**src/rtl/flash_read_controller.sv**
```systemverilog
// Avalon-MM read initiator feeding 32-bit flash words to the audio path one
// 16-bit half at a time. A new word is fetched only after both halves of the
// current word have been consumed; playback can run forwards or backwards and
// can be rewound to the start of the sample region.
module flash_read_controller #(
  parameter int                ADDR_W   = 23,
  parameter int                DATA_W   = 32,
  parameter logic [ADDR_W-1:0] END_ADDR = 23'h7FFFF
) (
  input  logic              fast_clock,
  input  logic              reset,
  input  logic              sample_req,
  input  logic              enable,
  input  logic              direction,
  input  logic              restart,
  output logic              flash_mem_read,
  output logic [ADDR_W-1:0] flash_mem_address,
  input  logic              flash_mem_waitrequest,
  input  logic              flash_mem_readdatavalid,
  input  logic [DATA_W-1:0] flash_mem_readdata,
  output logic [DATA_W-1:0] read_data,
  output logic              data_valid,
  output logic              data_bus_select,
  output logic              busy
);

  typedef enum logic [1:0] {IDLE, ISSUE, WAIT_DATA} state_t;

  state_t            state, state_nxt;
  logic [ADDR_W-1:0] addr, addr_nxt;
  logic              half_left, half_left_nxt;
  logic              dir_q, dir_nxt;
  logic              pend, pend_nxt;
  logic              rst_pend, rst_pend_nxt;
  logic              read_nxt;
  logic [ADDR_W-1:0] address_nxt;
  logic [DATA_W-1:0] read_data_nxt;
  logic              data_valid_nxt;
  logic              select_nxt;

  logic              req;
  logic              accept;
  logic [ADDR_W-1:0] rewind_addr;
  logic [ADDR_W-1:0] step_addr;

  // A queued request counts as a request in IDLE unless a restart discards it.
  assign req         = sample_req & enable;
  assign accept      = req | (pend & ~restart);
  assign rewind_addr = direction ? END_ADDR : '0;
  assign step_addr   = direction ? ((addr == '0) ? END_ADDR : addr - ADDR_W'(1))
                                 : ((addr == END_ADDR) ? '0 : addr + ADDR_W'(1));
  assign busy        = (state != IDLE);

  // Next-state and next-output decode for the fetch FSM.
  always_comb begin
    state_nxt      = state;
    addr_nxt       = addr;
    half_left_nxt  = half_left;
    dir_nxt        = dir_q;
    pend_nxt       = pend;
    rst_pend_nxt   = rst_pend;
    read_nxt       = flash_mem_read;
    address_nxt    = flash_mem_address;
    read_data_nxt  = read_data;
    data_valid_nxt = 1'b0;
    select_nxt     = data_bus_select;

    // While a read is in flight, a restart is deferred and wipes any queued
    // request; otherwise one extra request may be queued.
    if (state != IDLE) begin
      if (restart) begin
        rst_pend_nxt = 1'b1;
        pend_nxt     = 1'b0;
      end else if (req) begin
        pend_nxt = 1'b1;
      end
    end

    case (state)
      IDLE: begin
        // Any queued request is either served now or discarded by restart.
        pend_nxt = 1'b0;
        if (restart) begin
          addr_nxt      = rewind_addr;
          half_left_nxt = 1'b0;
        end
        if (accept) begin
          if (half_left && !restart) begin
            select_nxt    = ~dir_q;
            half_left_nxt = 1'b0;
          end else begin
            state_nxt   = ISSUE;
            read_nxt    = 1'b1;
            address_nxt = restart ? rewind_addr : addr;
          end
        end
      end
      ISSUE: begin
        if (!flash_mem_waitrequest) begin
          read_nxt  = 1'b0;
          state_nxt = WAIT_DATA;
        end
      end
      WAIT_DATA: begin
        if (flash_mem_readdatavalid) begin
          read_data_nxt  = flash_mem_readdata;
          data_valid_nxt = 1'b1;
          dir_nxt        = direction;
          select_nxt     = direction;
          state_nxt      = IDLE;
          if (rst_pend || restart) begin
            addr_nxt      = rewind_addr;
            half_left_nxt = 1'b0;
            rst_pend_nxt  = 1'b0;
          end else begin
            addr_nxt      = step_addr;
            half_left_nxt = 1'b1;
          end
        end
      end
      default: state_nxt = IDLE;
    endcase
  end

  // State and output registers; reset abandons any outstanding read.
  always_ff @(posedge fast_clock) begin
    if (reset) begin
      state             <= IDLE;
      addr              <= '0;
      half_left         <= 1'b0;
      dir_q             <= 1'b0;
      pend              <= 1'b0;
      rst_pend          <= 1'b0;
      flash_mem_read    <= 1'b0;
      flash_mem_address <= '0;
      read_data         <= '0;
      data_valid        <= 1'b0;
      data_bus_select   <= 1'b0;
    end else begin
      state             <= state_nxt;
      addr              <= addr_nxt;
      half_left         <= half_left_nxt;
      dir_q             <= dir_nxt;
      pend              <= pend_nxt;
      rst_pend          <= rst_pend_nxt;
      flash_mem_read    <= read_nxt;
      flash_mem_address <= address_nxt;
      read_data         <= read_data_nxt;
      data_valid        <= data_valid_nxt;
      data_bus_select   <= select_nxt;
    end
  end

endmodule
```
**config.mk**
```make
export PLATFORM = sky130hd
export DESIGN_NAME = flash_read_controller
export DESIGN_NICKNAME = d
export VERILOG_FILES = /design/src/rtl/flash_read_controller.sv
export SDC_FILE = /design/constraint.sdc
export NUM_CORES = 1
export LEC_CHECK = 0
export CAP_MARGIN = 0
export CORE_AREA = 2 2 135 98
export DETAILED_ROUTE_END_ITERATION = 10
export DIE_AREA = 0 0 137 100
export GPL_TIMING_DRIVEN = 0
export PLACE_DENSITY = 0.65
export SKIP_CTS_REPAIR_TIMING = 1
export SLEW_MARGIN = 20
export SYNTH_ARGS = -nofsm -noshare
export SYNTH_HDL_FRONTEND = slang
export SYNTH_SLANG_ARGS = --single-unit
```
**constraint.sdc**
```tcl
create_clock -name fast_clock -period 1.9 [get_ports fast_clock]
set_clock_uncertainty 0.1 [all_clocks]
set_input_delay 0.19 -clock fast_clock [delete_from_list [all_inputs] [get_ports fast_clock]]
set_output_delay 0.19 -clock fast_clock [all_outputs]
set_load 0.005 [all_outputs]
```
==> results of run 1 <==
state kept, by name, summed over array words and instances (netlist names), 2 cells and up:
| signal | count |
|---|---|
| read_data | 32 |
| state | 2 |
| flash_mem_address | 23 |
| addr | 23 |
worst max-delay path, delay by kind of cell, from the launching register on:
kind / cells / cell delay [ns]
buffers and inverters: 2 / 0.34
multiplexers: 1 / 0.09
AND/OR/NAND/NOR: 4 / 1.13
AO/OA/AOI/OAI: 1 / 0.08
flip-flops: 1 / 0.32
area by class of cell:
type	count	area (µm²)
Fill cell	1148	5550
Multi-Input combinational cell	489	3190
Sequential cell	87	1760
Timing Repair Buffer	128	1220
Buffer	55	362
Clock buffer	10	229
Tap cell	166	208
Clock inverter	6	67.6
Inverter	8	36.3
Antenna cell	1	2.50
how the worst max path moves through the flow:
stage | end | startpoint | slack (ns) | depth (start not counted)
after floorplan | addr[20]$_SDFFE_PP0P_ | addr[5]$_SDFFE_PP0P_ | -0.09 | 7
after global placement | dir_q$_SDFFE_PP0P_ | flash_mem_readdatavalid | -0.89 | 7
after detailed placement | read_data[29]$_SDFFE_PP0P_ | flash_mem_readdatavalid | -0.92 | 7
after CTS | addr[22]$_SDFFE_PP0P_ | addr[0]$_SDFFE_PP0P_ | -0.65 | 8
after global routing | addr[15]$_SDFFE_PP0P_ | addr[8]$_SDFFE_PP0P_ | -0.31 | 8
final | addr[21]$_SDFFE_PP0P_ | addr[8]$_SDFFE_PP0P_ | -0.25 | 8
layout by cell type, fill, tap and decap left out, drive strengths merged, types with 3 or more instances in the layout:
cell type,count
nand2,117
clkdlybuf4s50,96
dfxtp,87
a21oi,76
nor2,63
buf,52
clkbuf,45
o21ai,28
nand3,19
a211oi,18
nor3,18
a311oi,15
xor2,12
nor4,12
a31oi,10
and3,10
xnor2,9
nand4,9
inv,9
mux2i,8
o211ai,5
and4,5
and2,5
a221oi,4
nor2b,3
clkinvlp,3
nand2b,3
o22ai,3
a22oi,3
a21o,3
ha,3
stage by stage:
step           setup WS (ns)  power [µW]  cells  util [%]  hold slack [ns]
2_1_floorplan        -0.0922        2670    645         -            0.226
3_3_place_gp          -0.886        3050    907      47.9            0.341
3_5_place_dp          -0.924        3060    907      47.9            0.346
4_1_cts               -0.652        4870    923      50.3            0.258
6_report              -0.253        5170    950      56.0            0.275
5_1_grt               -0.310        5370    949      56.0            0.292
per-layer routing:
metal | up-vias | routed length, µm | track usage, %
li1 | 2569 | - | -
met1 | 2655 | 8660 | 40.4
met2 | 302 | 7660 | 34.5
met3 | 30 | 1880 | 7.32
met4 | 0 | 237 | 6.34
met5 | - | 0 | 0
kinds of logic (layout without fill, tap and decap cells):
logic type               Yosys count  in the layout  share of synthesized area, %
XOR/XNOR                          21             21                          3.80
AO/OA/AOI/OAI                    182            182                          23.5
other                              0              1                             0
multiplexers                       8              8                          1.65
flip-flops                        87             87                          36.0
AND/OR/NAND/NOR                  275            275                          27.7
adder cells (fa/ha/maj)            3              3                         0.775
buffers and inverters             69            207                          6.61
power by group through the flow:
stage          registers [µW]  clock network, µW  logic [µW]
2_1_floorplan            1990                  0         676
3_3_place_gp             1990                  0        1050
3_5_place_dp             2000                  0        1060
4_1_cts                  1950               1850        1060
5_1_grt                  2000               1920        1450
6_report                 1990               1820        1370
==> flow_summary.json, run 1 <==
{
  "status": "finished with violations",
  "violations": "setup timing",
  "synth_edf_count": 0,
  "ys_seq_elements": 87,
  "via_count": 5556,
  "ios": 99,
  "drive_gt1_share_pct": 21.3,
  "ir_drop_mv": 0.473,
  "ant_nets": 0,
  "yosys.area.top_type": "dfxtp_1",
  "cts_buffer_depth": 2,
  "p_int_uw": 3540,
  "swShare_pct": 31.6,
  "worstMarginPinSlew_ns": 0.827,
  "maxCapViolCount": 0,
  "rows": 35,
  "yosysTopAreaCellShare_pct": 36.0,
  "fin_crit_sh_pct": 113,
  "cp.arrival_ns": 2.31,
  "clockRootBuffer": "clkbuf_16",
  "pwr-share-seq_pct": 38.4,
  "wire_per_inst_um": 19.4,
  "max_stage_delay_ns": 0.43,
  "grt_pass1_vias": 4842,
  "clkPwrFrac_pct": 35.1,
  "via_per_inst": 5.85,
  "reg2regPathDepth": 8,
  "tns_ns": -3.32,
  "slew_headroom_pct": 44.9,
  "critPathKind": "flop to flop",
  "synth_common_cells": "nand2_1 (117), dfxtp_1 (87), a21oi_1 (75)",
  "numCtsBuffers": 9,
  "regToRegSetupSlack_ns": -0.25,
  "path_clk_slew_ns": 0.07,
  "place_hpwl_um": 13000,
  "ys_types": 68,
  "slowest_stage": "or4_1",
  "setup_viol": 22,
  "gr-usage-all-layers_pct": 26.0,
  "die_h_um": 100,
  "crit_chain": "buf_6, nor4_4, buf_4, nand4_4, nor3_4, mux2i_1, or4_1, o311ai_2",
  "first_iter_violations": 665,
  "core_um2": 12600,
  "p_leak_uw": 0.00253,
  "post-synth-top-count-cell": "nand2_1",
  "fmax_ghz": 0.464,
  "ys_top_cells_by_area": "dfxtp_1 (36%), nand2_1 (9.1%), a21oi_1 (7.8%)",
  "placed_cell_area_um2": 6050,
  "clkSinkCount": 87,
  "holdPathEnd": "addr[22]$_SDFFE_PP0P_",
  "cp-start-kind": "flop",
  "grt-ovfl-total": 0,
  "grt_max_degree": 16,
  "drv_slew": 0,
  "r2r_end": "addr[21]$_SDFFE_PP0P_",
  "drc": 0,
  "synthToLayoutAreaGrowth_pct": 45.9,
  "required_ns": 2.05,
  "stdcell_area_um2": 7070,
  "die_area_um2": 13700,
  "io_buffers": 96,
  "period_needed_ns": 2.15,
  "insertion_delay_ns": 0.35,
  "combPwrFrac_pct": 26.5,
  "yosys_warnings": 0,
  "grt_pass1_wl_um": 27000,
  "finalHoldViolations": 0,
  "routed_wl_um": 18400,
  "endpoint_kind": "flop",
  "setup_ws_ns": -0.253,
  "worstHoldStart": "reset",
  "ys_seq_area_share_pct": 36.0,
  "gp_congestion": 0.952,
  "netlist_area_um2": 4840,
  "power_density_nw_per_um2": 732,
  "antenna_found_initial": 0,
  "rsz0062_at_grt": "yes",
  "min_path_type": "input port to flop",
  "first_pass_iters": 6,
  "syn_inst": 645,
  "htreeDepth": 3,
  "reg2reg_from": "addr[8]$_SDFFE_PP0P_",
  "start_util_pct": 38.4,
  "nNetsFinal": 821,
  "synth_nets": 688,
  "avgSynthCellArea_um2": 7.51,
  "cts_tree": "yes",
  "chipWidth_um": 137,
  "hold_depth": 3,
  "switchingPower_uw": 1640,
  "synthArstFlopShare_pct": 0,
  "cp_max_fo": 8,
  "synth_flop_cell": "dfxtp_1"
}
No activity file was read; power rests on OpenSTA's default activity.
==> run 2: changes to the inputs <==
--- a/config.mk
+++ b/config.mk
@@ -11,6 +11,7 @@
 export DIE_AREA = 0 0 137 100
 export GPL_TIMING_DRIVEN = 0
 export PLACE_DENSITY = 0.65
+export RECOVER_POWER = 25
 export SKIP_CTS_REPAIR_TIMING = 1
 export SLEW_MARGIN = 20
 export SYNTH_ARGS = -nofsm -noshare
==> flow_summary.json, run 2 (synthesis gave the netlist of run 1 again) <==
{
  "status": "finished with violations",
  "violations": "setup timing",
  "final_common_cell": "nand2_1",
  "first_iter_violations": 667,
  "ios": 99,
  "clkSinkCount": 87,
  "regToRegSetupSlack_ns": -0.25,
  "critPathKind": "flop to flop",
  "finalHoldViolations": 0,
  "period_needed_ns": 2.15,
  "synthToLayoutAreaGrowth_pct": 45.9,
  "fmax_ghz": 0.465,
  "insertion_delay_ns": 0.35,
  "power.total_uw": 5170,
  "die_h_um": 100,
  "ir_drop_mv": 0.472,
  "grt_pass1_vias": 4842,
  "dpl_worst_slack_ns": -0.924,
  "slew_headroom_pct": 44.5,
  "min_path_type": "input port to flop",
  "die_area_um2": 13700,
  "chipWidth_um": 137,
  "drc": 0,
  "reg2reg_from": "addr[8]$_SDFFE_PP0P_",
  "place_inst": 907,
  "gr-usage-all-layers_pct": 26.0,
  "cp_max_fo": 8,
  "wire_per_inst_um": 19.4,
  "path_clk_slew_ns": 0.07,
  "ant_nets": 0,
  "drv_slew": 0,
  "grt_pass1_wl_um": 27000,
  "cp.arrival_ns": 2.31,
  "worstHoldStart": "reset",
  "gp_congestion": 0.952,
  "numCtsBuffers": 9,
  "largest_register": "read_data",
  "start_util_pct": 38.4,
  "clockRootBuffer": "clkbuf_16",
  "drive_gt1_share_pct": 21.2,
  "first_pass_iters": 5,
  "p_leak_uw": 0.00262,
  "largest_reg_flops": 32,
  "antenna_found_initial": 0,
  "finalNonFillerCells": 950,
  "cts_buffer_depth": 2,
  "largestRegisters": "read_data: 32 flops, addr: 23 flops, flash_mem_address: 23 flops",
  "cp-start-kind": "flop",
  "critPathLaunch": "addr[8]$_SDFFE_PP0P_",
  "hold_depth": 3,
  "routed_wl_um": 18400,
  "worstMarginPinSlew_ns": 0.833,
  "endpoint_kind": "flop",
  "core_um2": 12600,
  "htreeDepth": 3,
  "fin_crit_sh_pct": 113,
  "setup_viol": 27,
  "maxCapViolCount": 0,
  "power_density_nw_per_um2": 731,
  "rsz0062_at_grt": "yes",
  "r2r_end": "addr[21]$_SDFFE_PP0P_",
  "required_ns": 2.06,
  "nNetsFinal": 821,
  "via_per_inst": 5.84,
  "io_buffers": 96,
  "reg2regPathDepth": 8,
  "grt_max_degree": 16,
  "cts_tree": "yes",
  "via_count": 5544,
  "final_cell_mix": "nand2_1 (116), dfxtp_1 (79), a21oi_1 (70), clkdlybuf4s50_1 (67), nor2_1 (57)",
  "place_hpwl_um": 13000,
  "setup_ws_ns": -0.252,
  "rows": 35,
  "holdPathEnd": "addr[22]$_SDFFE_PP0P_",
  "grt-ovfl-total": 0
}
run 2: how the worst max path moves through the flow:
stage	end	slack (ns)	cells after the start
global placement	dir_q$_SDFFE_PP0P_	-0.89	7
CTS	addr[22]$_SDFFE_PP0P_	-0.65	8
global route	addr[15]$_SDFFE_PP0P_	-0.31	8
floorplan	addr[20]$_SDFFE_PP0P_	-0.09	7
detailed placement	read_data[29]$_SDFFE_PP0P_	-0.92	7
finish	addr[21]$_SDFFE_PP0P_	-0.25	8
run 2: area by class of cell:
cell class	instances	area, µm²
flip-flops and latches	87	1760
clock buffers	10	229
well taps	166	208
multi-input cells	489	3190
repair buffers	128	1220
clock inverters	6	67.6
plain buffers	55	360
fillers	1149	5550
diodes	1	2.50
inverters	8	36.3
run 2: routing by layer:
metal / routed length (µm) / track usage [%] / up-vias
li1: - / - / 2570
met1: 8730 / 40.4 / 2655
met2: 7660 / 34.5 / 291
met3: 1790 / 7.32 / 28
met4: 200 / 6.34 / 0
met5: 0 / 0 / -
run 2: worst max-delay path: stages (launching register included):
cell and delay [ns]:
dfxtp_2 0.32, buf_6 0.13, nor4_4 0.34, buf_4 0.21, nand4_4 0.16, nor3_4 0.20, mux2i_1 0.09, or4_1 0.43
o311ai_2 0.08
run 2: where the power goes:
| part | leakage [µW] | internal, µW | switching (µW) | total (µW) |
|---|---|---|---|---|
| Sequential | 0.000712 | 1910 | 77.2 | 1980 |
| Combinational | 0.00177 | 593 | 766 | 1360 |
| Clock | 0.000139 | 1030 | 793 | 1820 |
run 2: per-stage QoR:
stage          TNS [ns]  area [µm²]  hold WS, ns  util, %
4_1_cts          -28.79        6340        0.258     50.3
6_report          -3.56        7070        0.276     56.0
5_1_grt           -5.48        7060        0.292     56.0
3_3_place_gp     -48.58        6050        0.341     47.9
2_1_floorplan    -0.244        4880        0.226        -
3_5_place_dp     -49.83        6050        0.346     47.9
